[config.mk]
export PLATFORM = sky130hd
export DESIGN_NAME = irq_controller
export DESIGN_NICKNAME = d
export VERILOG_FILES = /design/src/rtl/irq_pkg.sv /design/src/rtl/irq_priority_encoder.sv /design/src/rtl/irq_controller.sv
export SDC_FILE = /design/constraint.sdc
export NUM_CORES = 1
export LEC_CHECK = 0
export ABC_AREA = 1
export CORE_MARGIN = 3
export CORE_UTILIZATION = 39
export DETAILED_ROUTE_END_ITERATION = 7
export PLACE_DENSITY = 0.83
export SLEW_MARGIN = 5
export SYNTH_ARGS = -nofsm -noshare
export SYNTH_HDL_FRONTEND = slang
export SYNTH_SLANG_ARGS = --single-unit
[constraint.sdc]
create_clock -name clk -period 0.95 [get_ports clk]
set_input_delay 0.1425 -clock clk [delete_from_list [all_inputs] [get_ports clk]]
set_output_delay 0.1425 -clock clk [all_outputs]
set_load 0.1 [all_outputs]
[src/rtl/irq_pkg.sv]
// Shared types and constants for the interrupt controller slice.
package irq_pkg;

  typedef enum logic [1:0] {
    IDLE    = 2'd0,
    REQUEST = 2'd1,
    SERVICE = 2'd2
  } irqState_t;

  localparam int NUM_SRC_DEFAULT = 8;

endpackage

[src/rtl/irq_priority_encoder.sv]
// Lowest-index-wins priority encoder with a valid flag.
module irq_priority_encoder
  import irq_pkg::*;
#(
  parameter int NUM_SRC = NUM_SRC_DEFAULT,
  parameter int ID_W    = $clog2(NUM_SRC)
) (
  input  logic [NUM_SRC-1:0] reqVec,
  output logic [ID_W-1:0]    winnerId,
  output logic               winnerValid
);

  // Scan from the top down so the last hit is the lowest index.
  always_comb begin
    winnerId    = '0;
    winnerValid = 1'b0;
    for (int i = NUM_SRC - 1; i >= 0; i--) begin
      if (reqVec[i]) begin
        winnerId    = ID_W'(i);
        winnerValid = 1'b1;
      end
    end
  end

endmodule

[src/rtl/irq_controller.sv]
// Edge-triggered interrupt controller: pending/mask registers, priority pick, REQUEST/SERVICE handshake.
// Optional sticky overflow flags are built when IRQ_OVERFLOW_EN is defined.
module irq_controller
  import irq_pkg::*;
#(
  parameter int NUM_SRC = NUM_SRC_DEFAULT,
  localparam int ID_W   = $clog2(NUM_SRC)
) (
  input  logic               clk,
  input  logic               reset,
  input  logic [NUM_SRC-1:0] irqSrc,
  input  logic [NUM_SRC-1:0] maskIn,
  input  logic               maskWe,
  input  logic [NUM_SRC-1:0] pendClrIn,
  input  logic               pendClrWe,
  input  logic               irqAck,
  input  logic               irqEoi,
`ifdef IRQ_OVERFLOW_EN
  input  logic               overflowClrWe,
  output logic [NUM_SRC-1:0] overflowOut,
`endif
  output logic               irqOut,
  output logic [ID_W-1:0]    irqId,
  output logic               activeOut,
  output logic [NUM_SRC-1:0] pendingOut,
  output logic [NUM_SRC-1:0] maskOut
);

  irqState_t          stateReg, stateNext;
  logic [ID_W-1:0]    idReg, idNext;
  logic [NUM_SRC-1:0] pendingReg, pendingNext;
  logic [NUM_SRC-1:0] maskReg;
  logic [NUM_SRC-1:0] srcPrevReg;
  logic [NUM_SRC-1:0] srcEdge;
  logic [NUM_SRC-1:0] ackClr;
  logic [NUM_SRC-1:0] clrVec;
  logic [ID_W-1:0]    winnerId;
  logic               winnerValid;
  logic               ackFire;

  assign srcEdge = irqSrc & ~srcPrevReg;

  genvar gi;
  generate
    for (gi = 0; gi < NUM_SRC; gi++) begin : gAckClr
      assign ackClr[gi] = ackFire && (idReg == ID_W'(gi));
    end
  endgenerate

  // New edges are OR-ed in last so a set always beats a same-cycle clear.
  assign clrVec      = (pendClrWe ? pendClrIn : '0) | ackClr;
  assign pendingNext = (pendingReg & ~clrVec) | srcEdge;

  irq_priority_encoder #(
    .NUM_SRC (NUM_SRC),
    .ID_W    (ID_W)
  ) uPrio (
    .reqVec      (pendingReg & maskReg),
    .winnerId    (winnerId),
    .winnerValid (winnerValid)
  );

  always_ff @(posedge clk) begin
    if (!reset) begin
      stateReg   <= IDLE;
      idReg      <= '0;
      pendingReg <= '0;
      maskReg    <= '0;
      srcPrevReg <= '0;
    end else begin
      stateReg   <= stateNext;
      idReg      <= idNext;
      pendingReg <= pendingNext;
      srcPrevReg <= irqSrc;
      if (maskWe) maskReg <= maskIn;
    end
  end

  always_comb begin
    stateNext = stateReg;
    idNext    = idReg;
    ackFire   = 1'b0;
    case (stateReg)
      IDLE: begin
        if (winnerValid) begin
          idNext    = winnerId;
          stateNext = REQUEST;
        end
      end
      REQUEST: begin
        // Acknowledge wins over a same-cycle withdrawal.
        if (irqAck) begin
          ackFire   = 1'b1;
          stateNext = SERVICE;
        end else if (!(pendingReg[idReg] && maskReg[idReg])) begin
          stateNext = IDLE;
        end
      end
      SERVICE: begin
        if (irqEoi) stateNext = IDLE;
      end
      default: stateNext = IDLE;
    endcase
  end

`ifdef IRQ_OVERFLOW_EN
  logic [NUM_SRC-1:0] overflowReg;

  always_ff @(posedge clk) begin
    if (!reset) begin
      overflowReg <= '0;
    end else begin
      overflowReg <= (overflowClrWe ? '0 : overflowReg) | (srcEdge & pendingReg & ~clrVec);
    end
  end

  assign overflowOut = overflowReg;
`endif

  assign irqOut     = (stateReg == REQUEST);
  assign activeOut  = (stateReg == SERVICE);
  assign irqId      = idReg;
  assign pendingOut = pendingReg;
  assign maskOut    = maskReg;

endmodule

* Word-level counts from Yosys, hierarchy flattened
Index checks and enable logic that the tools add are counted. Widths: inputs -> output; s select.
Storage, ports and cells: register bits after elaboration 29, bits in latches 0, RAM bits 0, ROM bits 0, word-level logic and storage cells 66, memories 0
Operators by class: add/sub/neg operators 0, multipliers 0, divide/modulo/power cells 0, magnitude comparators 1, eq/ne operators 12, shift operators 0, multiplexer cells 28, bitwise gates (word level) 7, reduce and logical (&&, ||, !) cells 13
Operators by type and width (count):
- $and 8x8->8 | 3
- $mux 3 | 8
- $not 8->8 | 2
- $or 8x8->8 | 2
- $eq 3x3->1 const B | 4
- $mux 1 | 12
- $logic_and 1x1->1 | 9
- $mux 2 | 4
- $mux 8 | 1
- $bmux 1 s3 | 2
- $eq 3x2->1 const B | 2
- $pmux 2 s3 | 1
- $lt 3x4->1 const B | 1
- $eq 3x1->1 const B | 1
- $logic_not 3->1 | 1
- $ne 3x3->1 const B | 1
- $reduce_and 3->1 | 1
- $eq 2x1->1 const B | 1
- $eq 2x2->1 const B | 1
- $logic_not 2->1 | 1
- $ne 2x1->1 const B | 1
- $ne 2x2->1 const B | 1
- $reduce_and 2->1 | 1

* Longest topological paths before layout
Gate-level depths: netlist of the first run.
word-level depth 11, gate-level depth with buffers 10, gate-level depth less buffers 10

* By module
A second synthesis of the first run with hierarchy kept.
Unflattened totals: cell total of the unflattened synthesis 211, area, all modules 1362.6 µm²
By module, submodules not included:
- irq_controller | instances 1, cells an instance 189, area each 1263.7 µm²
- irq_priority_encoder | instances 1, cells an instance 22, area each 98.8 µm²

* Least setup slack after synthesis of the first run
OpenSTA, ideal clock, no wires.
kind register -> register, start register stateReg[1], end register stateReg[1], library setup time 72 ps, arrival time 1943 ps, slack -1066 ps, cell stages (with the launch flop) 5, buffers on the path 0, cell sequence dfxtp_1 -> inv_1 -> nor2_1 -> nand2_1 -> a21oi_1
On the way: cells in the longest elaborated chain, start to end 3, elaborated cells between the ends (all ways) 8, classes of those cells eq/ne (5); mux (1); reduce/logical (2)
RTL lines:
- start: declaration | RTL line irq_controller.sv:29 | irqState_t stateReg, stateNext;
- start signal: assignment | RTL line irq_controller.sv:71 | stateReg <= stateNext;
- $eq 2x2->1 (*)
- named net activeOut | RTL line irq_controller.sv:24 | output logic activeOut,
- $ne 2x2->1 (no source line)
- $reduce_and 3->1 (no source line)
The timed path passes the listed nets; every way through them passes the cells marked *. A chain may end at the register's enable or synchronous reset.

* Worst setup path in the final report of the first run
start register stateReg[0], end register stateReg[0]
On the way: cells in the longest elaborated chain, start to end 3, elaborated cells between the ends (all ways) 8, classes of those cells eq/ne (5); mux (1); reduce/logical (2)
RTL lines:
- $eq 2x1->1 (tied with other cells) | RTL line irq_controller.sv:83 | case (stateReg)
- $ne 3x3->1 (no source line) (tied with other cells)
- $reduce_and 3->1 (no source line)
Several ways; a longest one is shown, not always the timed one.

==> run metrics, run 1 <==
syn_area_per_cell=6.62 um2; crit end category=flop; most frequent CP cell=buf_4; Post-synth ARST share=0; die height=64.9 um; First-pass DRT Iterations=7; Highest Clock Rate=718 MHz; Final Hold Vio Count=0; cts hold-fix bufs=0; final setup fails=34; TritonCTS Buffers=5; row count=20; Sw Pwr=0.00198 W; crit path kind=flop to flop; power density cells=1620 nW/um2; vias in the first global route=1956; number of synthesized flops with an enable pin=0; total grt overflow=0; Power Internal=0.00269 W; Longest Clk Path Bufs=2; area grow syn2layout=113%; Remaining DRCs=2; ys flop type=dfxtp_1; most common cell in the netlist=nand2_1; multiplexer area fraction after synthesis=0; die width=64.9 um; Comb power frac=0.487; VDD IR max=0.00114 V; fraction of post-synthesis cell area in the top cell type by area=0.430; initial antenna violation count=0; Tmin final=1.39 ns; Synth Area in XOR/XNOR=0; routed vias/inst=5.76; DRT Wirelength=7060 um; CP arrival=1.68 ns; layout cells sized above 1=0.471; dominant cell type by area after synthesis=dfxtp_1; failing checks=design-rule violations, negative setup slack; Tcrit/Tclk final=1.47; unrepaired setup endpoints after global routing=yes; Starting Density=0.425; relative slew slack=0.683; GR Util All Layers=0.288; Clk pwr share=0.202; Final GP Congestion=0.903; placed instance count=331; Leakage=1.37 nW; worst-margin pin slew=0.472 ns; first-pass GRT wire length=9090 um; pin count of the biggest net entering global routing=14; Switching Share=0.424; setup ws final=-0.442 ns; Avg WL per Cell=20.1 um; required time of the critical path=1.24 ns; Initial DRC Count=207; worst min-delay path class=primary input to flop; vias post-DR=2026; post-route setup TNS=-7.45 ns; antenna cells=0; Mapped Area=1350 um2; CTS Sinks=29; cells along the critical path=inv_2 -> buf_4 -> buf_4 -> nor3_1 -> nand2_2 -> a21oi_2; Sequential Power Share=0.310; max cap viols=0; Filler cells=135; Post-Synth Adder-Cell Area=0; Seq cells post-synth=29; clock insertion delay at the later pin of the skew report=0.38 ns; Largest stage delay, worst path=0.37 ns; fin area=2880 um2; crit path max-delay cell type=dfxtp_2; final cell count without fillers=352; Seq/Total Area, Yosys=0.430; post-synthesis simple-gate area fraction=0.379; Compound-Gate Fraction of Synth Area=0.0981; Slew Limit Fails=0; final net count=337; element type at the critical path start=flop; largest cells by area after synthesis=dfxtp_1 (43%), nand2_1 (22%), nor2_1 (7.2%); IO buf count=50; Syn. warnings=0; Gate Count Post-Synth=204; Final HPWL DP=3390 um; I/O pins=51; Netlist cell types=20; largest family of logic cells by synthesized area=simple AND/OR/NAND/NOR gates; dpl cell area=2460 um2; overall power=0.00467 W; Clk pin slew, worst setup/hold paths=0.12 ns; commonest cells in the netlist=nand2_1 (78), dfxtp_1 (29), nor2_1 (26); worst clock skew=0.0310 ns; H-tree levels=2; CTS tree=yes; outcome=finished with violations; root buf cell=clkbuf_4; Critical Path Fanout Max=3; Syn Nets=234; core area=3180 um2; antenna-violating nets left=0; DIE AREA=4210 um2
[through the flow]
| stage | setup slack, ns | hold WS [ns] | util |
|---|---|---|---|
| floorplan | -0.529 | 0.254 | - |
| global placement | -0.198 | 0.381 | 0.773 |
| CTS | -0.305 | 0.325 | 0.871 |
| finish | -0.442 | 0.301 | 0.907 |
| global route | -0.460 | 0.336 | 0.907 |
| detailed placement | -0.263 | 0.386 | 0.773 |
[placed cells by master, fill, tap and decap left out, types with 3 or more instances in the layout]
cell type,count
dfxtp_1,8
clkdlybuf4s50_1,29
buf_4,32
o21ai_0,8
nand4_1,8
buf_6,20
nand2_2,12
inv_1,13
clkbuf_4,5
nand2_1,62
nand2_4,3
dfxtp_4,20
nor2_4,4
nand3_2,8
a21oi_2,3
buf_12,21
nor2_1,21
o21ai_1,6
[worst max-delay path, delay by kind of cell, from the launching register on]
| family | cells | cell delay (ns) |
|---|---|---|
| simple gates | 2 | 0.51 |
| flops | 1 | 0.37 |
| buf+inv | 3 | 0.31 |
| compound gates | 1 | 0.14 |
[timing repair]
action                                  in CTS  in global routing
gates resized for setup                     46                 24
pin swaps                                   10                 11
endpoints found under the setup margin      33                 34
setup buffers                               10                  4
cloned                                       0                  0
[path summary, 6_finish.rpt]
path | slack (ns) | endpoint | depth (start not counted) | start
setup / recovery | -0.44 | stateReg[0] | 6 | stateReg[0]
hold / removal | 0.30 | srcPrevReg[2] | 3 | irqSrc[2]
setup reg to reg | -0.44 | stateReg[0] | 6 | stateReg[0]
hold reg to reg | 0.41 | pendingOut[0] | 1 | srcPrevReg[0]
[power groups by stage]
stage	Combinational (W)	Clock, W	Sequential, W
finish	0.00228	0.000944	0.00145
global route	0.00235	0.000974	0.00146
CTS	0.00204	0.000907	0.00142
detailed placement	0.00181	0	0.00145
global placement	0.00178	0	0.00145
floorplan	0.000483	0	0.00198
[cell type report]
| type | instances | area [um2] | share of cell area |
|---|---|---|---|
| inverters | 19 | 97.6 | 0.0339 |
| clock inverters | 1 | 5.00 | 0.00174 |
| multi-input cells | 150 | 825 | 0.286 |
| clock buffers | 7 | 66.3 | 0.0230 |
| well taps | 44 | 55.1 | 0.0191 |
| flip-flops and latches | 29 | 657 | 0.228 |
| repair buffers | 102 | 1180 | 0.408 |
[metal layers]
layer / GRT usage / part of all wire
met3: 0.0693 / 0.097
met2: 0.497 / 0.48
met5: 0 / 0
met1: 0.303 / 0.35
met4: 0.206 / 0.070
[flip-flops by register name, indices dropped and copies added, names as in the netlist]
register and count:
maskOut 8, srcPrevReg 8, irqId 3, stateReg 2
pendingOut 8
[kinds of logic after synthesis]
| kind of cell | Yosys count |
|---|---|
| simple gates | 126 |
| flops | 29 |
| buf+inv | 25 |
| compound gates | 24 |
Note: power is estimated with default switching activity, not from simulation.
==> run 2: changes to the inputs <==
--- a/config.mk
+++ b/config.mk
@@ -6,7 +6,7 @@
 export NUM_CORES = 1
 export LEC_CHECK = 0
 export ABC_AREA = 1
-export CORE_MARGIN = 3
+export CORE_MARGIN = 1
 export CORE_UTILIZATION = 39
 export DETAILED_ROUTE_END_ITERATION = 7
 export PLACE_DENSITY = 0.83
==> run metrics, run 2 (synthesized netlist as in run 1, its figures left out) <==
final hold slack=0.349 ns (+0.0476 ns); Tcrit/Tclk final=1.42 (-0.0403); IO buf count=50 (unchanged); pin count of the biggest net entering global routing=12 (-2); overall power=0.00446 W (-4.4%); worst clock skew=0.0122 ns (-0.0188 ns); dpl cell area=2500 um2 (+1.8%); cts hold-fix bufs=0 (unchanged); I/O pins=51 (unchanged); Longest Clk Path Bufs=2 (unchanged); row count=21 (+5.0%); most common cell after layout, fill and taps aside=nand2_1; Clk pin slew, worst setup/hold paths=0.09 ns (-0.03 ns); Highest Clock Rate=739 MHz (+2.8%); max cap viols=0 (unchanged); relative slew slack=0.821 (+0.138); setup ws final=-0.404 ns (+0.0383 ns); worst min-delay path class=primary input to flop; Remaining DRCs=0 (-2); Hold Path Sink=srcPrevReg[2]; unrepaired setup endpoints after global routing=yes; element type at the critical path start=flop; cells along the critical path=inv_2 -> nand2_1 -> nand2_1 -> nand2_1 -> nand2_1 -> nand3_1 -> nand2_1 -> nand2_1 -> a21oi_2; crit end category=flop; crit path max-delay cell type=dfxtp_4; failing checks=negative setup slack; root buf cell=clkbuf_4; H-tree levels=2 (unchanged); layout cells sized above 1=0.460 (-0.0110); Tmin final=1.35 ns (-0.0383 ns); most frequent cells in the layout=nand2_1 (64), buf_4 (31), clkdlybuf4s50_1 (29), buf_6 (22), buf_12 (22); Critical Path Fanout Max=10 (+7); vias post-DR=2023 (-0.15%); power density cells=1550 nW/um2 (-4.5%); vias in the first global route=1846 (-5.6%); Largest stage delay, worst path=0.38 ns (about the same); DIE AREA=3700 um2 (-12%); crit path kind=flop to flop; die height=60.9 um (-6.2%); Slew Limit Fails=0 (unchanged); required time of the critical path=1.23 ns (about the same); area grow syn2layout=114%; Hold Path Origin=irqSrc[2]; final setup fails=33 (-2.9%); first-pass GRT wire length=8280 um (-9.0%); final net count=340 (+0.89%); total grt overflow=0 (unchanged); CTS tree=yes; initial antenna violation count=0 (unchanged); Leakage=1.38 nW (about the same); First-pass DRT Iterations=7 (unchanged); post-place setup slack=-0.281 ns (-0.0182 ns); Starting Density=0.405 (-0.0202); Avg WL per Cell=17.8 um (-11%); DRT Wirelength=6360 um (-10%); routed vias/inst=5.67 (-1.5%); die width=60.9 um (-6.2%); worst hold stages=3 (unchanged); GR Util All Layers=0.312 (+0.0245); Final GP Congestion=0.873 (-3.3%); reg2reg setup slack=-0.40 ns (+0.04 ns); Final HPWL DP=3410 um (+0.67%); fin area=2890 um2 (+0.13%); RR Endpoint=stateReg[0]; TritonCTS Buffers=5 (unchanged); antenna-violating nets left=0 (unchanged); clock insertion delay at the later pin of the skew report=0.34 ns (-0.04 ns); VDD IR max=0.000969 V (-15%); most frequent CP cell=nand2_1; Final Hold Vio Count=0 (unchanged); CP arrival=1.63 ns (-0.05 ns); CTS Sinks=29 (unchanged); core area=3340 um2 (+5.0%); R2R Path Start=irqId[0]; Initial DRC Count=181 (-13%); antenna cells=0 (unchanged); worst-margin pin slew=0.268 ns (-0.204 ns); cells on worst reg2reg path=9 (+3); outcome=finished with violations
run 2: how the worst max path moves through the flow:
| stage | slack, ns | to | from |
|---|---|---|---|
| after floorplan | -0.53 | pendingOut[4] | stateReg[0] |
| after global placement | -0.20 | pendingOut[6] | irqAck |
| after detailed placement | -0.28 | pendingOut[3] | reset |
| after CTS | -0.30 | irqOut | stateReg[0] |
| after global routing | -0.49 | stateReg[0] | irqId[0] |
| final | -0.40 | stateReg[0] | irqId[0] |
run 2: area by class of cell:
type / instances / area, um2
timing repair buffer: 105 / 1230
multi-input combinational: 150 / 803
sequential: 29 / 657
fill: 162 / 452
inverter: 19 / 90.1
tap: 46 / 57.6
clock buffer: 6 / 41.3
clock inverter: 2 / 10.0
run 2: what timing repair did:
| item | in CTS | in global routing |
|---|---|---|
| gates resized for setup | 49 | 20 |
| pin swaps | 20 | 12 |
| setup buffers | 8 | 5 |
| cloned | 0 | 0 |
| endpoints found under the setup margin | 33 | 36 |
run 2: routing by layer:
metal  track usage  wire length (um)  vias up
li1              -                 -      865
met2         0.526              3020      176
met3        0.0682               671       64
met5             0                 0        -
met4         0.201               504        0
met1         0.357              2160      918
run 2: metrics by stage:
step	setup TNS [ns]	std cells	utilization
after floorplan	-5.62	204	-
after global routing	-7.74	357	0.865
after CTS	-5.48	353	0.835
after detailed placement	-5.18	337	0.750
final	-6.77	357	0.865
after global placement	-3.76	337	0.750
run 2: worst max-delay path: cells and delay by family, from the launching register on:
kind,cells,cell delay (ns)
and+or+nand+nor,7,0.61
DFF,1,0.38
buffers and inverters,1,0.17
AOI/OAI and AO/OA,1,0.12
run 2: power by group:
part / switching [W] / internal (W)
combinational: 0.00134 / 0.000971
sequential: 0.000120 / 0.00132
clock: 0.000434 / 0.000281
